`src/rtl/sram2_responder_if.sv`:
```
// Request/response bundle between an AES core (master) and the block SRAM responder (slave).
// Handshake: r_en/w_en are always accepted at the edge they are sampled; each accepted
// request yields exactly one r_valid/w_ack pulse in the following cycle, there is no back-pressure.
interface sram2_responder_if;
  logic       r_en;
  logic [7:0] r_addr;
  logic       w_en;
  logic [7:0] w_addr;
  logic [7:0] w_data;
  logic [7:0] r_data;
  logic       r_valid;
  logic       w_ack;
  logic       rd_blk_done;
  logic       wr_blk_done;
  logic       seq_err;
  logic       dbg_rd_active;
  logic       dbg_wr_active;

  modport master (
    output r_en, r_addr, w_en, w_addr, w_data,
    input  r_data, r_valid, w_ack, rd_blk_done, wr_blk_done, seq_err,
    input  dbg_rd_active, dbg_wr_active
  );

  modport slave (
    input  r_en, r_addr, w_en, w_addr, w_data,
    output r_data, r_valid, w_ack, rd_blk_done, wr_blk_done, seq_err,
    output dbg_rd_active, dbg_wr_active
  );
endinterface

```
`src/rtl/sram2_responder.sv`:
```
// 256x8 byte store with 1-cycle reads, write-first bypass, and per-path AES block
// tracking (beat counting, block-done pulses, sticky sequential-address error).
module sram2_blk_tracker #(
  parameter int BLOCK_BYTES = 16
) (
  input  logic       clk,
  input  logic       n_rst,
  input  logic       en_i,
  input  logic [7:0] addr_i,
  output logic       done_o,
  output logic       seq_err_o,
  output logic       active_o
);
  localparam int CW = $clog2(BLOCK_BYTES + 1);
  localparam logic [CW-1:0] LAST = CW'(BLOCK_BYTES);

  typedef enum logic {IDLE, ACTIVE} state_e;

  state_e          state_q, state_d;
  logic [CW-1:0]   cnt_q, cnt_d, cnt_next;
  logic [7:0]      exp_q, exp_d;
  logic            done_q, done_d;

  always_ff @(posedge clk or negedge n_rst) begin
    if (!n_rst) begin
      state_q <= IDLE;
      cnt_q   <= '0;
      exp_q   <= '0;
      done_q  <= 1'b0;
    end else begin
      state_q <= state_d;
      cnt_q   <= cnt_d;
      exp_q   <= exp_d;
      done_q  <= done_d;
    end
  end

  // In IDLE the count is zero, so the first beat of a block naturally yields count 1.
  always_comb begin
    state_d   = state_q;
    cnt_d     = cnt_q;
    exp_d     = exp_q;
    done_d    = 1'b0;
    seq_err_o = 1'b0;
    cnt_next  = cnt_q + CW'(1);
    if (en_i) begin
      if (state_q == ACTIVE && addr_i != exp_q) seq_err_o = 1'b1;
      exp_d = (state_q == IDLE) ? addr_i + 8'd1 : exp_q + 8'd1;
      if (cnt_next == LAST) begin
        done_d  = 1'b1;
        state_d = IDLE;
        cnt_d   = '0;
      end else begin
        state_d = ACTIVE;
        cnt_d   = cnt_next;
      end
    end
  end

  assign done_o   = done_q;
  assign active_o = (state_q == ACTIVE);
endmodule

module sram2_responder #(
  parameter int BLOCK_BYTES = 16
) (
  input  logic                clk,
  input  logic                n_rst,
  sram2_responder_if.slave    bus
);
  logic [7:0] mem_q [256];
  logic [7:0] r_data_q;
  logic       r_valid_q;
  logic       w_ack_q;
  logic       seq_err_q;
  logic       rd_seq_err, wr_seq_err;

  always_ff @(posedge clk or negedge n_rst) begin
    if (!n_rst) begin
      for (int i = 0; i < 256; i++) mem_q[i] <= '0;
    end else if (bus.w_en) begin
      mem_q[bus.w_addr] <= bus.w_data;
    end
  end

  // Same-edge write to the read address returns the new byte (write-first).
  always_ff @(posedge clk or negedge n_rst) begin
    if (!n_rst) begin
      r_data_q  <= '0;
      r_valid_q <= 1'b0;
      w_ack_q   <= 1'b0;
      seq_err_q <= 1'b0;
    end else begin
      r_valid_q <= bus.r_en;
      w_ack_q   <= bus.w_en;
      seq_err_q <= seq_err_q | rd_seq_err | wr_seq_err;
      if (bus.r_en) begin
        r_data_q <= (bus.w_en && bus.w_addr == bus.r_addr) ? bus.w_data : mem_q[bus.r_addr];
      end
    end
  end

  sram2_blk_tracker #(.BLOCK_BYTES(BLOCK_BYTES)) u_rd_trk (
    .clk       (clk),
    .n_rst     (n_rst),
    .en_i      (bus.r_en),
    .addr_i    (bus.r_addr),
    .done_o    (bus.rd_blk_done),
    .seq_err_o (rd_seq_err),
    .active_o  (bus.dbg_rd_active)
  );

  sram2_blk_tracker #(.BLOCK_BYTES(BLOCK_BYTES)) u_wr_trk (
    .clk       (clk),
    .n_rst     (n_rst),
    .en_i      (bus.w_en),
    .addr_i    (bus.w_addr),
    .done_o    (bus.wr_blk_done),
    .seq_err_o (wr_seq_err),
    .active_o  (bus.dbg_wr_active)
  );

  assign bus.r_data  = r_data_q;
  assign bus.r_valid = r_valid_q;
  assign bus.w_ack   = w_ack_q;
  assign bus.seq_err = seq_err_q;
endmodule

```
`src/flat_wrapper.sv`:
```
// flat-port wrapper written by rule: the top's interface ports become plain ports
module sram2_responder_flat 
#(
  parameter int BLOCK_BYTES = 16
)
  (clk, n_rst, bus_r_en, bus_r_addr, bus_w_en, bus_w_addr, bus_w_data, bus_r_data, bus_r_valid, bus_w_ack, bus_rd_blk_done, bus_wr_blk_done, bus_seq_err, bus_dbg_rd_active, bus_dbg_wr_active);
  sram2_responder_if bus_i ();
  input  logic clk;
  input  logic n_rst;
  input wire logic [$bits(bus_i.r_en)-1:0] bus_r_en;
  input wire logic [$bits(bus_i.r_addr)-1:0] bus_r_addr;
  input wire logic [$bits(bus_i.w_en)-1:0] bus_w_en;
  input wire logic [$bits(bus_i.w_addr)-1:0] bus_w_addr;
  input wire logic [$bits(bus_i.w_data)-1:0] bus_w_data;
  output wire logic [$bits(bus_i.r_data)-1:0] bus_r_data;
  output wire logic [$bits(bus_i.r_valid)-1:0] bus_r_valid;
  output wire logic [$bits(bus_i.w_ack)-1:0] bus_w_ack;
  output wire logic [$bits(bus_i.rd_blk_done)-1:0] bus_rd_blk_done;
  output wire logic [$bits(bus_i.wr_blk_done)-1:0] bus_wr_blk_done;
  output wire logic [$bits(bus_i.seq_err)-1:0] bus_seq_err;
  output wire logic [$bits(bus_i.dbg_rd_active)-1:0] bus_dbg_rd_active;
  output wire logic [$bits(bus_i.dbg_wr_active)-1:0] bus_dbg_wr_active;
  assign bus_i.r_en = bus_r_en;
  assign bus_i.r_addr = bus_r_addr;
  assign bus_i.w_en = bus_w_en;
  assign bus_i.w_addr = bus_w_addr;
  assign bus_i.w_data = bus_w_data;
  assign bus_r_data = bus_i.r_data;
  assign bus_r_valid = bus_i.r_valid;
  assign bus_w_ack = bus_i.w_ack;
  assign bus_rd_blk_done = bus_i.rd_blk_done;
  assign bus_wr_blk_done = bus_i.wr_blk_done;
  assign bus_seq_err = bus_i.seq_err;
  assign bus_dbg_rd_active = bus_i.dbg_rd_active;
  assign bus_dbg_wr_active = bus_i.dbg_wr_active;
  sram2_responder #(.BLOCK_BYTES(BLOCK_BYTES)) u_core (.clk(clk), .n_rst(n_rst), .bus(bus_i));
endmodule
```
`config.mk`:
```
export PLATFORM = sky130hd
export DESIGN_NAME = sram2_responder_flat
export DESIGN_NICKNAME = d
export VERILOG_FILES = /design/src/rtl/sram2_responder_if.sv /design/src/rtl/sram2_responder.sv /design/src/flat_wrapper.sv
export SDC_FILE = /design/constraint.sdc
export NUM_CORES = 2
export LEC_CHECK = 0
export ABC_AREA = 1
export CORE_ASPECT_RATIO = 2
export CORE_MARGIN = 1
export CORE_UTILIZATION = 43
export DETAILED_ROUTE_END_ITERATION = 10
export HOLD_SLACK_MARGIN = 0.15
export PLACE_DENSITY = 0.56
export RECOVER_POWER = 50
export SYNTH_ARGS = -nofsm -noshare
export SYNTH_HDL_FRONTEND = slang
export SYNTH_SLANG_ARGS = --single-unit
```
`constraint.sdc`:
```
create_clock -name clk -period 2.4 [get_ports clk]
set_input_delay 0.24 -clock clk [delete_from_list [all_inputs] [get_ports clk]]
set_output_delay 0.24 -clock clk [all_outputs]
set_load 0.03 [all_outputs]
```
==> summary.txt <==
Worst setup path
  • FF-to-FF Start: u_core.mem_q[835]$_DFFE_PN0P_
  • Crit. Startpoint: u_core.bus.r_data[6]$_DFFE_PN0P_
  • Setup Crit Path Kind: reg2out
  • Crit path arrival time: about 2.2 ns
  • CP Launch Type: flop
  • Bufs and invs on worst path: 1
  • RR Endpoint: u_core.bus.r_data[3]$_DFFE_PN0P_
  • Reg2Reg Depth: 13
  • Cell Chain, Critical Path: clkdlybuf4s50_1
  • Family with the most delay on the worst path: buffers and inverters
  • Req. time, crit path: 2.16 ns
  • Crit-path max cell delay: approximately 0.76 ns
  • Setup slack, reg-to-reg: 0.06 ns
  • Crit-path slowest cell: clkdlybuf4s50_1
  • CP Capture Type: output pin
  • CP max FO: 2

CTS
  • CTS Buffer Depth: 4
  • Worst-Skew Late Latency: about 0.9 ns
  • Post-CTS Repair Setup Buffers: 0
  • H-tree depth: 4
  • TritonCTS clock tree: yes
  • CTS Buf Count: between 150 and 200
  • Total clock sinks: around 2100
  • CTS clock-pin slew for the worst setup and hold paths: roughly 0.070 ns
  • Clock Tree Root: clkbuf_16

Power and ir drop
  • Pwr Density: between 700 and 800 nW/um^2
  • Peak VDD IR: ~0.54 mV
  • Overall power: 80600 uW
  • Lkg Pwr: a little under 0.05 uW

Route
  • Pre-antenna DRT Iters: 9
  • Post-DRT Antenna Nets: 0
  • Initial DRC Count: 8243
  • DR DRC count: 0
  • Vias: 84300
  • WL per Instance: between 20 and 25 um
  • Final WL: 351 mm
  • Vias per inst: roughly 5.6

Worst hold path
  • HP Class: in2reg
  • Hold EP: u_core.mem_q[581]$_DFFE_PN0P_
  • Hold Crit Start: bus_w_data[5]
  • Worst hold stages: 3

STA
  • Hold Vio Cnt, Final: 0
  • Slew HR: -28.3%
  • Final worst path period share: ~100%
  • Clock Skews: between 0.03 and 0.04 ns
  • Slew Limit Fails: 20
  • Worst-Margin Slew: about 1.9 ns
  • Minimum clock period after layout: roughly 2.4 ns
  • Hold slack: just over 0.2 ns
  • Setup_tns: 0 ns
  • Setup Viol. Count Final: 0
  • Fmax: between 0.4 and 0.5 GHz

Die
  • Row count: around 240
  • Die height: 668 um
  • Die W: ~330 um
  • Die Area: approximately 220000 sq um
  • Core ar.: about 220000 sq um
  • IO Pins: 43
  • Initial Util: around 43%

Run status
  • Run status: complete, but fails checks
  • Violated checks: capacitance limit, slew limit

Synth
  • Seq cells post-synth: 2089
  • Post-synthesis compound-gate area fraction: ~11%
  • Synth Instances: about 12000
  • Mux cell area share after synthesis: 0%
  • Synth warn: 0
  • Yosys cell types: 33
  • Post-Synth Simple-Gate Area: between 20% and 30%
  • Mean Syn Cell Area: around 8 sq um
  • XOR/XNOR share of the synthesized area: less than 1%
  • Syn nets: 11900
  • Adder-Cell Fraction of Synth Area: less than 1%
  • Mapped Area: ~95000 sq um
  • Post-synthesis sequential area ratio: between 50% and 60%
  • Largest family of logic cells by synthesized area: simple AND/OR/NAND/NOR gates

Final layout
  • Final instance area: between 100000 and 150000 sq um
  • Layout Nets: about 12000
  • Layout cell share with drive strength beyond 1: between 10% and 20%
  • Commonest cells after routing, fill and taps aside: nand2_1, dfrtp_1, nand3_1, o21ai_0, buf_4
  • Most common cell after layout, fill and taps aside: nand2_1
  • Synthesis-to-finish area growth: 16.5%

Global routing
  • Largest net degree at the start of global routing: roughly 110
  • Initial antenna violation count: 8
  • Vias in the first global route: slightly above 80000
  • First-pass GRT wire length: 531 mm
  • Gr ovfl total: 0
  • Overall Global Routing Usage: 31.5%

Placement
  • Dpl cell area: around 100000 sq um
  • Placer congestion estimate: around 0.97
  • I/O Buffers: 42
  • Post-DP HPWL: 238 mm

Job
  • Max cap viols: 1
## power breakdown
part           switching [uW]  internal (uW)  leakage [uW]  total (uW)
clock network           14300          18700       0.00324       33000
logic                    6190           3000        0.0174        9190
registers                1240          37100        0.0287       38400
## layout make-up
| class | instances | area [sq um] |
|---|---|---|
| fillers | 21100 | 110000 |
| multi-input cells | 8731 | 38600 |
| repair buffers | 875 | 9530 |
| clock inverters | 65 | 863 |
| diodes | 4 | 10.0 |
| clock buffers | 283 | 5770 |
| well taps | 2952 | 3690 |
| inverters | 66 | 333 |
| flip-flops and latches | 2089 | 52300 |
## registers in the layout, summed over array words and instances, names as in the netlist
name and cells:
u_core.u_wr_trk.exp_q 8, u_core.u_wr_trk.done_o 1, u_core.u_rd_trk.done_o 1, u_core.bus.w_ack 1, u_core.bus.seq_err 1, u_core.bus.r_data 8
u_core.mem_q 2048, u_core.u_rd_trk.active_o 1, u_core.u_rd_trk.exp_q 8, u_core.bus.r_valid 1, u_core.u_rd_trk.cnt_q 5, u_core.u_wr_trk.cnt_q 5
u_core.u_wr_trk.active_o 1
## routing by layer
metal / routed length [um] / part of all wire [%] / global-route usage, %
met5: 43 / 0.012 / 0
met1: 127000 / 36 / 35.6
met2: 175000 / 50 / 54.3
met3: 18800 / 5.3 / 3.84
met4: 29800 / 8.5 / 23.4
## worst max-delay path by stage
stage	endpoint	slack [ns]	depth (start not counted)
CTS	bus_r_data[6]	0.003	1
finish	bus_r_data[6]	0.003	1
detailed placement	u_core.bus.r_data[6]$_DFFE_PN0P_	-0.55	17
global placement	u_core.bus.r_data[3]$_DFFE_PN0P_	-0.60	16
floorplan	u_core.u_rd_trk.exp_q[6]$_DFFE_PN0P_	0.51	10
global route	bus_r_data[6]	-0.004	1
## logic make-up (layout without fill, tap and decap cells)
| group | after synthesis | after routing |
|---|---|---|
| AO/OA/AOI/OAI | 2113 | 2113 |
| flip-flops | 2089 | 2089 |
| other | 0 | 4 |
| AND/OR/NAND/NOR | 6593 | 6593 |
| buffers and inverters | 1043 | 1289 |
| XOR/XNOR | 20 | 20 |
| adder cells (fa/ha/maj) | 5 | 5 |
## synthesized netlist by cell type, drive strengths merged
master	n	area share, %
or2	3	0.020
buf	340	1.9
nand4	2	0.013
a21oi	136	0.71
clkbuf	637	2.5
a31oi	1	0.0066
inv	63	0.25
xnor2	8	0.073
o22ai	9	0.059
nand2	4334	17
dfrtp	2089	55
nor3	21	0.34
ha	5	0.066
o2111ai	1	0.0092
o21ai	1963	10
nand3	2042	11
xor2	12	0.11
nor2	186	0.80
o21bai	1	0.0079
clkinv	3	0.012
a221oi	2	0.018
nor4	5	0.033
## metrics by stage
| stage | cells | util, % | worst slack (ns) |
|---|---|---|---|
| finish | 15100 | 50.3 | 0.00325 |
| global route | 15100 | 50.3 | -0.00399 |
| CTS | 15100 | 50.5 | 0.00316 |
| detailed placement | 14700 | 47.5 | -0.552 |
| global placement | 14700 | 47.5 | -0.604 |
| floorplan | 11900 | - | 0.506 |
## repair_timing
| item | in CTS | in global routing |
|---|---|---|
| pin swaps | 0 | 0 |
| resized for setup | 7 | 1 |
| setup endpoints to repair | 6 | 1 |
| endpoints found under the hold margin | 2089 | 0 |
| hold buffers | 2 | 0 |
Note: power is estimated with default switching activity, not from simulation.
